==> src/rtl/bitstream_gen_array_pkg.sv <==
// bsg_pkg: shared FSM state type, default sizes and LFSR tap table for the bitstream generator.
package bsg_pkg;

    typedef enum logic [1:0] {IDLE, RUN, DONE} state_t;

    localparam int IWID_DEF = 8;
    localparam int LEN = 2 ** IWID_DEF;

    // Maximal-length Fibonacci taps, bit n-1 set for tap n, widths 4..16.
    function automatic logic [15:0] lfsr_taps(input int w);
        case (w)
            4:       return 16'h000C;
            5:       return 16'h0014;
            6:       return 16'h0030;
            7:       return 16'h0060;
            8:       return 16'h00B8;
            9:       return 16'h0110;
            10:      return 16'h0240;
            11:      return 16'h0500;
            12:      return 16'h0829;
            13:      return 16'h100D;
            14:      return 16'h2015;
            15:      return 16'h6000;
            16:      return 16'hD008;
            default: return 16'h0000;
        endcase
    endfunction

endpackage

==> src/rtl/bitstream_gen_array_if.sv <==
// bitstream_gen_array_if: start/data/stall/abort inputs and busy/valid/stream/done outputs.
interface bitstream_gen_array_if #(
    parameter int IDIM = 4,
    parameter int IWID = 8
);
    logic            iStart;
    logic [IWID-1:0] iData [IDIM-1:0];
    logic            iEn;
    logic            iAbort;
    logic            oBusy;
    logic            oValid;
    logic            oData [IDIM-1:0];
    logic            oDone;

    modport master (output iStart, iData, iEn, iAbort, input oBusy, oValid, oData, oDone);
    modport slave  (input iStart, iData, iEn, iAbort, output oBusy, oValid, oData, oDone);
endinterface

==> src/rtl/bitstream_gen_array_rng.sv <==
// bitstream_rng: IWID-bit number source visiting every value once per 2^IWID steps.
// BSG_LFSR_EN selects a de Bruijn LFSR; otherwise a plain up-counter.
module bitstream_rng
    import bsg_pkg::*;
#(
    parameter int IWID = 8,
    parameter logic [IWID-1:0] SEED = '0
) (
    input  logic            clk,
    input  logic            rst,
    input  logic            iLoad,
    input  logic            iEn,
    output logic [IWID-1:0] oRand
);
    logic [IWID-1:0] r_src;
    logic [IWID-1:0] w_next;

`ifdef BSG_LFSR_EN
    localparam logic [15:0] TAPS = lfsr_taps(IWID);
    logic w_fb;
    // Flipping feedback when the low bits are zero splices the all-zero state into the cycle.
    assign w_fb   = (^(r_src & TAPS[IWID-1:0])) ^ (r_src[IWID-2:0] == '0);
    assign w_next = {r_src[IWID-2:0], w_fb};
`else
    assign w_next = r_src + 1'b1;
`endif

    always_ff @(posedge clk) begin
        if (rst || iLoad)
            r_src <= SEED;
        else if (iEn)
            r_src <= w_next;
    end

    assign oRand = r_src;
endmodule

==> src/rtl/bitstream_gen_array.sv <==
// bitstream_gen_array: binary-to-unary converter, lane i emits iData[i] ones over 2^IWID beats.
// Number source ordering is chosen by BSG_LFSR_EN (see bitstream_rng).
module bitstream_gen_array
    import bsg_pkg::*;
#(
    parameter int IDIM = 4,
    parameter int IWID = 8,
    parameter logic [IWID-1:0] SEED = '0
) (
    input logic clk,
    input logic rst,
    bitstream_gen_array_if.slave bus
);
    state_t          r_state;
    logic [IWID-1:0] r_cnt;
    logic [IWID-1:0] r_val [IDIM-1:0];
    logic [IWID-1:0] w_src;
    logic            w_run;
    logic            w_load;
    logic            w_step;

    assign w_run  = (r_state == RUN);
    assign w_load = (r_state == IDLE) && bus.iStart && !bus.iAbort;
    assign w_step = w_run && bus.iEn && !bus.iAbort;

    bitstream_rng #(.IWID(IWID), .SEED(SEED)) u_rng (
        .clk   (clk),
        .rst   (rst),
        .iLoad (w_load),
        .iEn   (w_step),
        .oRand (w_src)
    );

    always_ff @(posedge clk) begin
        if (rst) begin
            r_state <= IDLE;
            r_cnt   <= '0;
            r_val   <= '{default: '0};
        end else if (bus.iAbort) begin
            r_state <= IDLE;
            r_cnt   <= '0;
        end else begin
            case (r_state)
                IDLE: if (bus.iStart) begin
                    r_state <= RUN;
                    r_cnt   <= '0;
                    r_val   <= bus.iData;
                end
                RUN: if (bus.iEn) begin
                    r_cnt <= r_cnt + 1'b1;
                    if (&r_cnt)
                        r_state <= DONE;
                end
                default: r_state <= IDLE;
            endcase
        end
    end

    assign bus.oBusy  = (r_state != IDLE);
    assign bus.oValid = w_run && bus.iEn;
    assign bus.oDone  = (r_state == DONE);

    for (genvar g = 0; g < IDIM; g++) begin : g_lane
        assign bus.oData[g] = w_run && (w_src < r_val[g]);
    end
endmodule

==> src/flat_wrapper.sv <==
// flat-port wrapper written by rule: the top's interface ports become plain ports
module bitstream_gen_array_flat import bsg_pkg::*;
#(
    parameter int IDIM = 4,
    parameter int IWID = 8,
    parameter logic [IWID-1:0] SEED = '0
)
  (clk, rst, bus_iStart, bus_iData, bus_iEn, bus_iAbort, bus_oBusy, bus_oValid, bus_oData, bus_oDone);
  bitstream_gen_array_if #(.IDIM(IDIM), .IWID(IWID)) bus_i ();
  input logic clk;
  input logic rst;
  input wire logic [$bits(bus_i.iStart)-1:0] bus_iStart;
  input wire logic [$bits(bus_i.iData)-1:0] bus_iData;
  input wire logic [$bits(bus_i.iEn)-1:0] bus_iEn;
  input wire logic [$bits(bus_i.iAbort)-1:0] bus_iAbort;
  output wire logic [$bits(bus_i.oBusy)-1:0] bus_oBusy;
  output wire logic [$bits(bus_i.oValid)-1:0] bus_oValid;
  output wire logic [$bits(bus_i.oData)-1:0] bus_oData;
  output wire logic [$bits(bus_i.oDone)-1:0] bus_oDone;
  assign bus_i.iStart = bus_iStart;
  assign bus_i.iData = {>>{bus_iData}};
  assign bus_i.iEn = bus_iEn;
  assign bus_i.iAbort = bus_iAbort;
  assign bus_oBusy = bus_i.oBusy;
  assign bus_oValid = bus_i.oValid;
  assign bus_oData = {>>{bus_i.oData}};
  assign bus_oDone = bus_i.oDone;
  bitstream_gen_array #(.IDIM(IDIM), .IWID(IWID), .SEED(SEED)) u_core (.clk(clk), .rst(rst), .bus(bus_i));
endmodule
==> config.mk <==
export PLATFORM = sky130hd
export DESIGN_NAME = bitstream_gen_array_flat
export DESIGN_NICKNAME = d
export VERILOG_FILES = /design/src/rtl/bitstream_gen_array_pkg.sv /design/src/rtl/bitstream_gen_array_if.sv /design/src/rtl/bitstream_gen_array_rng.sv /design/src/rtl/bitstream_gen_array.sv /design/src/flat_wrapper.sv
export SDC_FILE = /design/constraint.sdc
export NUM_CORES = 1
export LEC_CHECK = 0
export BUFFER_PORTS_ARGS = -buffer_cell sky130_fd_sc_hd__buf_4
export CORE_MARGIN = 5
export CORE_UTILIZATION = 60
export DETAILED_ROUTE_END_ITERATION = 8
export GPL_TIMING_DRIVEN = 1
export PLACE_DENSITY = 0.84
export SYNTH_ARGS = -nofsm -noshare
export SYNTH_HDL_FRONTEND = slang
export SYNTH_HIERARCHICAL = 1
export SYNTH_SLANG_ARGS = --single-unit
==> constraint.sdc <==
create_clock -name clk -period 3.65 [get_ports clk]
set_input_delay 0.1825 -clock clk [delete_from_list [all_inputs] [get_ports clk]]
set_output_delay 0.1825 -clock clk [all_outputs]
set_load 0.05 [all_outputs]
==> metrics.md, run 1 <==
| Metric | Value |
|---|---|
| Post-cts sizing count | 0 |
| Post-synthesis net count | 392 |
| Post-synth EDFFs | 0 |
| DRT antenna net count | 0 |
| Flop pwr share | 51.8% |
| Max_cap viols | 0 |
| DP Cell Count | 408 |
| H-tree levels | 2 |
| Fin cells | 416 |
| Synth cell types | 41 |
| Die height | 76.90 um |
| Clock transition at path regs | 0.09 ns |
| Clock Latency Late Sink | 0.31 ns |
| Num CTS Buffers | 5 |
| Internal | 0.8337 mW |
| Setup_tns | 0 ns |
| Mapped cell area | 2685 sq um |
| Post-place setup slack | 1.526 ns |
| Synthesized instance count | 325 |
| Ant. Diodes | 0 |
| DR pass1 iterations | 6 |
| Ys async rst share | 0% |
| Max Fanout on Critical Path | 7 |
| Vias in the first global route | 2314 |
| Reg2reg path depth | 6 |
| FP Rows | 24 |
| Power, Total | 1.107 mW |
| Main area contributors after synthesis | dfxtp_1 (37%), ha_1 (14%), nand2_1 (11%) |
| Dpl hpwl | 4.112 mm |
| Initial core utilization | 61.67% |
| Synth cell count leaders | nand2_1 (76), dfxtp_1 (50), ha_1 (30), inv_1 (29), a21oi_1 (26) |
| Final #Nets | 430 |
| Final worst path period share | 67.92% |
| Hold/Removal Path Class | in2reg |
| Wire per inst | 13.55 um |
| Least-Margin Pin Slew | 0.7090 ns |
| Synth Register Bits | 50 |
| P_leak | 1.197 nW |
| Setup CP Type | reg2out |
| Worst path arrival time | 2.30 ns |
| Sequential fraction of the synthesis area | 37.28% |
| Share of the synthesized area in the top cell type | 37.28% |
| Comb pwr share | 13.1% |
| Share of cells above drive strength 1 | 19.23% |
| Clock group share of total power | 35.1% |
| Largest net degree at the start of global routing | 36 |
| Vias/cell | 5.555 |
| Switching pwr | 0.2734 mW |
| DR iter-0 viols | 76 |
| Finish-stage setup viols | 0 |
| Final Skew | 0.007263 ns |
| Endpoints failing hold | 0 |
| Syn avg cell area | 8.262 sq um |
| RSZ-0062 raised after global routing | false |
| Area growth, synth to finish | 15.94% |
| Fin. max-slew vios | 0 |
| VDD IR-drop max | 0.2954 mV |
| Via count | 2311 |
| GR Util All Layers | 20.04% |
| Total gr overflow | 0 |
| Antenna violations before repair | 0 |
| Setup Fix Bufs, Post-CTS | 0 |
| Clock root cell | clkbuf_8 |
| Clock sink total | 50 |
| Sw frac | 24.69% |
| Slew margin rel. | 51.38% |
| CP required | 3.47 ns |
| Die Area | 5913 sq um |
| Status | finished, final reports clean |
| Yosys top cell by area | dfxtp_1 |
| Port bufs | 43 |
| Io pins | 44 |
| Top-count cell post-synth | nand2_1 |
| Synth Warn # | 6 |
| Placer Congestion | 0.8061 |
| Fmax | 403.4 MHz |
| Die width | 76.90 um |
| Worst Setup End Kind | output port |
| Clock Path Buffers | 2 |
| Setup ws final | 1.171 ns |
| Hold buffers post-CTS | 0 |
| P per Cell Area | 355.6 nW/um^2 |
| DRC viols | 0 |
| CTS tree | done |
| First-pass GRT wire length | 9.839 mm |
| WHS Path Cells | 3 |
| Clock period minus worst slack | 2.479 ns |
| DRT Wirelength | 5.638 mm |
| Core ar. | 4354 sq um |
| CP Launch Type | flop |
| Main synth FF type | dfxtp_1 |
==> critical path, stage by stage, from the launching register on <==
cell	delay (ns)
dfxtp_1	0.41
ha_1	0.24
or3b_2	0.44
o2111ai_1	0.11
a31oi_1	0.10
a2111oi_1	0.40
buf_4	0.28
==> routing by layer <==
metal	track usage (%)	share of wire [%]	wire (um)
met4	6.993	1.3	74
met2	35.40	52	2922
met1	22.37	42	2366
met5	0	0	0
met3	6.440	4.9	275
==> logic make-up (layout without fill, tap and decap cells) <==
kind of cell / Yosys count / after routing / share of synthesized area [%]
adders and majority gates: 30 / 30 / 13.98
and+or+nand+nor: 121 / 121 / 20.50
xor gates and xnor gates: 9 / 9 / 2.936
DFF: 50 / 50 / 37.28
buffers and inverters: 44 / 83 / 7.735
AOI/OAI and AO/OA: 69 / 69 / 16.82
muxes: 2 / 2 / 0.7456
==> power by group through the flow <==
stage	sequential, mW	clock, mW	combinational, mW
floorplan	0.583	0	0.0998
global placement	0.585	0	0.143
detailed placement	0.586	0	0.146
CTS	0.573	0.397	0.147
global route	0.575	0.424	0.163
finish	0.573	0.389	0.145
==> worst paths after layout <==
path                                              end  slack, ns                   from
worst max register to register  u_core/u_rng/oRand[5]       1.54      u_core/r_state[0]
worst min-delay path                  u_core/r_val[3]       0.11           bus_iData[3]
worst min register to register       u_core/r_val[18]       0.46       u_core/r_val[18]
worst max-delay path                     bus_oData[2]       1.17  u_core/u_rng/oRand[1]
==> registers in the layout, indices dropped and copies added (netlist names) <==
signal              cells
u_core/r_state          2
u_core/r_cnt            8
u_core/u_rng/oRand      8
u_core/r_val           32
==> cell usage in the layout (no fill, tap or decap), types with 4 or more instances in the layout <==
cell type,count
o2111ai_1,4
nor2_1,13
o211ai_1,4
nand3_1,4
a21oi_1,26
or3b_2,4
nand2_1,76
a211oi_1,4
a2111oi_1,4
inv_1,29
xnor2_1,6
buf_4,45
a21oi_2,10
ha_1,30
clkbuf_8,5
a31oi_1,4
o21a_1,4
dfxtp_1,50
o21ai_0,7
or3_1,4
==> layout make-up <==
cell class                 instances  area (sq um)
clock inverter                     2         37.54
clock buffer                       6         72.57
multi-input combinational        231          1481
fill                             371          1241
timing repair buffer              45         337.8
sequential                        50          1001
tap                               52         65.06
inverter                          30         117.6
==> stage by stage <==
step	hold WS [ns]	utilization, %	cell area, sq um
after floorplan	0.3185	-	2690
after global placement	0.4315	68.97	3003
after detailed placement	0.4382	68.97	3003
after CTS	0.1080	71.49	3113
after global routing	0.1013	71.49	3113
final	0.1093	71.49	3113
Power figures use the tool's default switching activity.
==> run 2: changes to the inputs <==
--- a/config.mk
+++ b/config.mk
@@ -5,12 +5,13 @@
 export SDC_FILE = /design/constraint.sdc
 export NUM_CORES = 1
 export LEC_CHECK = 0
+export ABC_AREA = 1
 export BUFFER_PORTS_ARGS = -buffer_cell sky130_fd_sc_hd__buf_4
 export CORE_MARGIN = 5
-export CORE_UTILIZATION = 60
+export CORE_UTILIZATION = 51
 export DETAILED_ROUTE_END_ITERATION = 8
 export GPL_TIMING_DRIVEN = 1
-export PLACE_DENSITY = 0.84
+export PLACE_DENSITY = 0.76
 export SYNTH_ARGS = -nofsm -noshare
 export SYNTH_HDL_FRONTEND = slang
 export SYNTH_HIERARCHICAL = 1
==> constraint.sdc (replaced) <==
create_clock -name clk -period 2.1 [get_ports clk]
set_input_delay 0.105 -clock clk [delete_from_list [all_inputs] [get_ports clk]]
set_output_delay 0.105 -clock clk [all_outputs]
set_load 0.05 [all_outputs]
==> metrics.md, run 2 <==
| Metric | Value |
|---|---|
| Synth Register Bits | 50 (unchanged) |
| Final #Nets | 468 (+8.8%) |
| Worst reg2reg endpoint | u_core/u_rng/oRand[3] |
| Top-count cell post-synth | inv_1 |
| FP Rows | 26 (+8.3%) |
| Crit. path cell count | 6 (unchanged) |
| WL met2 | 2.637 mm (-9.8%) |
| Core ar. | 5140 sq um (+18%) |
| Num CTS Buffers | 5 (unchanged) |
| Ant. Diodes | 0 (unchanged) |
| CTS tree | done |
| Fmax | 519.1 MHz |
| Reg-to-Reg Start | u_core/r_state[0] |
| Max reg flops | 32 (unchanged) |
| Die width | 82.80 um (+7.7%) |
| DR pass1 iterations | 4 (-2) |
| Slew margin rel. | 61.59% (+10 points) |
| Synth Warn # | 6 (unchanged) |
| Setup Fix Bufs, Post-CTS | 0 (unchanged) |
| Commonest non-fill, non-tap cell in the layout | inv_1 |
| H-tree levels | 2 (unchanged) |
| Synth cell count leaders | inv_1 (62), a21oi_1 (55), nand2_1 (54), dfxtp_1 (50), ha_1 (30) |
| Max Fanout on Critical Path | 8 (+1) |
| Clock Latency Late Sink | 0.30 ns (about the same) |
| Most frequent cells in the layout | inv_1 (62), a21oi_1 (55), nand2_1 (54) |
| Max_cap viols | 0 (unchanged) |
| Hold buffers post-CTS | 0 (unchanged) |
| Sequential fraction of the synthesis area | 37.04% (-0.24 points) |
| Placed cell area | 3042 sq um (+1.3%) |
| WHS Path Cells | 3 (unchanged) |
| Clock period minus worst slack | 1.927 ns |
| Fillers | 484 (+30%) |
| RSZ-0062 raised after global routing | false |
| Post-route cell area | 3137 sq um (+0.76%) |
| Die Area | 6855 sq um (+16%) |
| VDD IR-drop max | 0.4221 mV (+43%) |
| Clock root cell | clkbuf_8 |
| Placer Congestion | 0.8311 (+3.1%) |
| Cell chain of the critical path | ha_1 > a21oi_1 > o21a_1 > nand2_1 > nor2_1 > buf_4 |
| Met3 wire len | 313 um (+14%) |
| DP Cell Count | 464 (+14%) |
| Synthesized instance count | 359 (+10%) |
| Ys async rst share | 0% (unchanged) |
| Power, Total | 1.907 mW (+72%) |
| Share of the synthesized area in the top cell type | 37.04% (-0.24 points) |
| Critical Path Max Stage Delay | 0.57 ns (+0.13 ns) |
| DR top layer | met4 |
| DRT antenna net count | 0 (unchanged) |
| DRT Wirelength | 5.562 mm (-1.3%) |
| Post-cts sizing count | 0 (unchanged) |
| Syn avg cell area | 7.528 sq um (-8.9%) |
| Synth cell types | 24 (-41%) |
| DR iter-0 viols | 82 (+7.9%) |
| Worst Setup End Kind | output port |
| Setup CP Type | reg2out |
| Clock sink total | 50 (unchanged) |
| Status | finished, final reports clean |
| Register Area | 1001 sq um (unchanged) |
| Worst path arrival time | 1.82 ns (-0.48 ns) |
| P per Cell Area | 608.0 nW/um^2 (+71%) |
| Post-synthesis net count | 426 (+8.7%) |
| Fin. max-slew vios | 0 (unchanged) |
| Final Skew | 0.009011 ns (+0.001748 ns) |
| Main area contributors after synthesis | dfxtp_1 (37%), ha_1 (14%), a21oi_1 (10%) |
| Fin cells | 472 (+13%) |
| P_leak | 1.467 nW (+23%) |
| CP startpoint | u_core/u_rng/oRand[5] |
| Yosys top cell by area | dfxtp_1 |
| Clock Path Buffers | 2 (unchanged) |
| Register-to-register setup slack | 0.48 ns (-1.06 ns) |
| Via count | 2307 (-0.17%) |
| Antenna violations before repair | 0 (unchanged) |
| Largest net degree at the start of global routing | 65 (+81%) |
| Mapped cell area | 2703 sq um (+0.65%) |
| First-pass GRT wire length | 9.515 mm (-3.3%) |
| Dpl hpwl | 4.118 mm (+0.14%) |
| CP required | 2.00 ns (-1.47 ns) |
| Vias in the first global route | 2177 (-5.9%) |
| Port bufs | 43 (unchanged) |
| Io pins | 44 (unchanged) |
| Endpoints failing hold | 0 (unchanged) |
| Largest reg by FF count | u_core/r_val |
| Least-Margin Pin Slew | 0.5761 ns (-0.1329 ns) |
| Critical path's slowest cell | dfxtp_1 |
| Total gr overflow | 0 (unchanged) |
| Worst setup path endpoint | bus_oData[2] |
| Delay-heaviest family, CP | flip-flops |
| Bufs and invs on worst path | 1 (unchanged) |
| Vias/cell | 4.888 (-12%) |
| Post-synth EDFFs | 0 (unchanged) |
| Clock transition at path regs | 0.09 ns (about the same) |
| Hold/Removal Path Class | in2reg |
| Share of cells above drive strength 1 | 15.67% (-3.6 points) |
| DRC viols | 0 (unchanged) |
| Reg2reg path depth | 6 (unchanged) |
| Initial core utilization | 52.58% (-9.1 points) |
| CP Launch Type | flop |
| Multi-input logic area | 1384 sq um (-6.6%) |
| Metal-1 WL | 2.549 mm (+7.7%) |
| Setup_tns | 0 ns (unchanged) |
| Final worst path period share | 91.74% |
| Die height | 82.80 um (+7.7%) |
| GR Util All Layers | 18.14% (-1.9 points) |
| Wire per inst | 11.78 um (-13%) |
| Finish-stage setup viols | 0 (unchanged) |
| Main synth FF type | dfxtp_1 |
| Area growth, synth to finish | 16.06% |
[run 2: cell families (layout without fill, tap and decap cells)]
family	count (synthesis)	count (layout)	share of synthesized area (%)
buffers and inverters	72	115	11.76
flip-flops	50	50	37.04
adder cells (fa/ha/maj)	30	30	13.89
AO/OA/AOI/OAI	105	105	20.19
AND/OR/NAND/NOR	102	102	17.13
[run 2: power by group]
group          internal [mW]  switching (mW)  total (mW)
registers              0.994          0.0142        1.01
clock network          0.265           0.316       0.582
logic                  0.128           0.189       0.317
[run 2: area by class of cell]
| cell class | instances | share of cell area, % |
|---|---|---|
| sequential | 50 | 31.91 |
| clock inverter | 2 | 0.3989 |
| tap | 70 | 2.792 |
| clock buffer | 6 | 2.633 |
| timing repair buffer | 44 | 10.53 |
| multi-input combinational | 237 | 44.12 |
| inverter | 63 | 7.619 |
[run 2: per-layer routing]
| metal | vias to the layer above | track usage [%] |
|---|---|---|
| met2 | 40 | 32.37 |
| li1 | 1255 | - |
| met1 | 1008 | 21.40 |
| met4 | 0 | 5.556 |
| met5 | - | 0 |
| met3 | 4 | 4.320 |
[run 2: worst reg2reg max path: cells and delay by family (launching register included)]
family          cells  cell delay (ns)
flops               1             0.39
simple gates        4             0.87
compound gates      2             0.28
[run 2: through the flow]
stage,util (%),hold slack [ns],setup slack (ns)
global placement,59.18,0.3642,0.5416
finish,61.03,0.06711,0.1734
global route,61.03,0.05316,0.03915
CTS,61.03,0.05922,0.1584
floorplan,-,0.2657,0.3510
detailed placement,59.18,0.3794,0.5085
[run 2: how the worst min path moves through the flow]
stage,from,slack (ns),endpoint
final,bus_iData[1],0.07,u_core/r_val[1]
after global routing,bus_iData[29],0.05,u_core/r_val[29]
after CTS,bus_iData[15],0.06,u_core/r_val[15]
after detailed placement,bus_iData[27],0.38,u_core/r_val[27]
after global placement,bus_iData[1],0.36,u_core/r_val[1]
after floorplan,bus_iAbort,0.27,u_core/r_state[0]
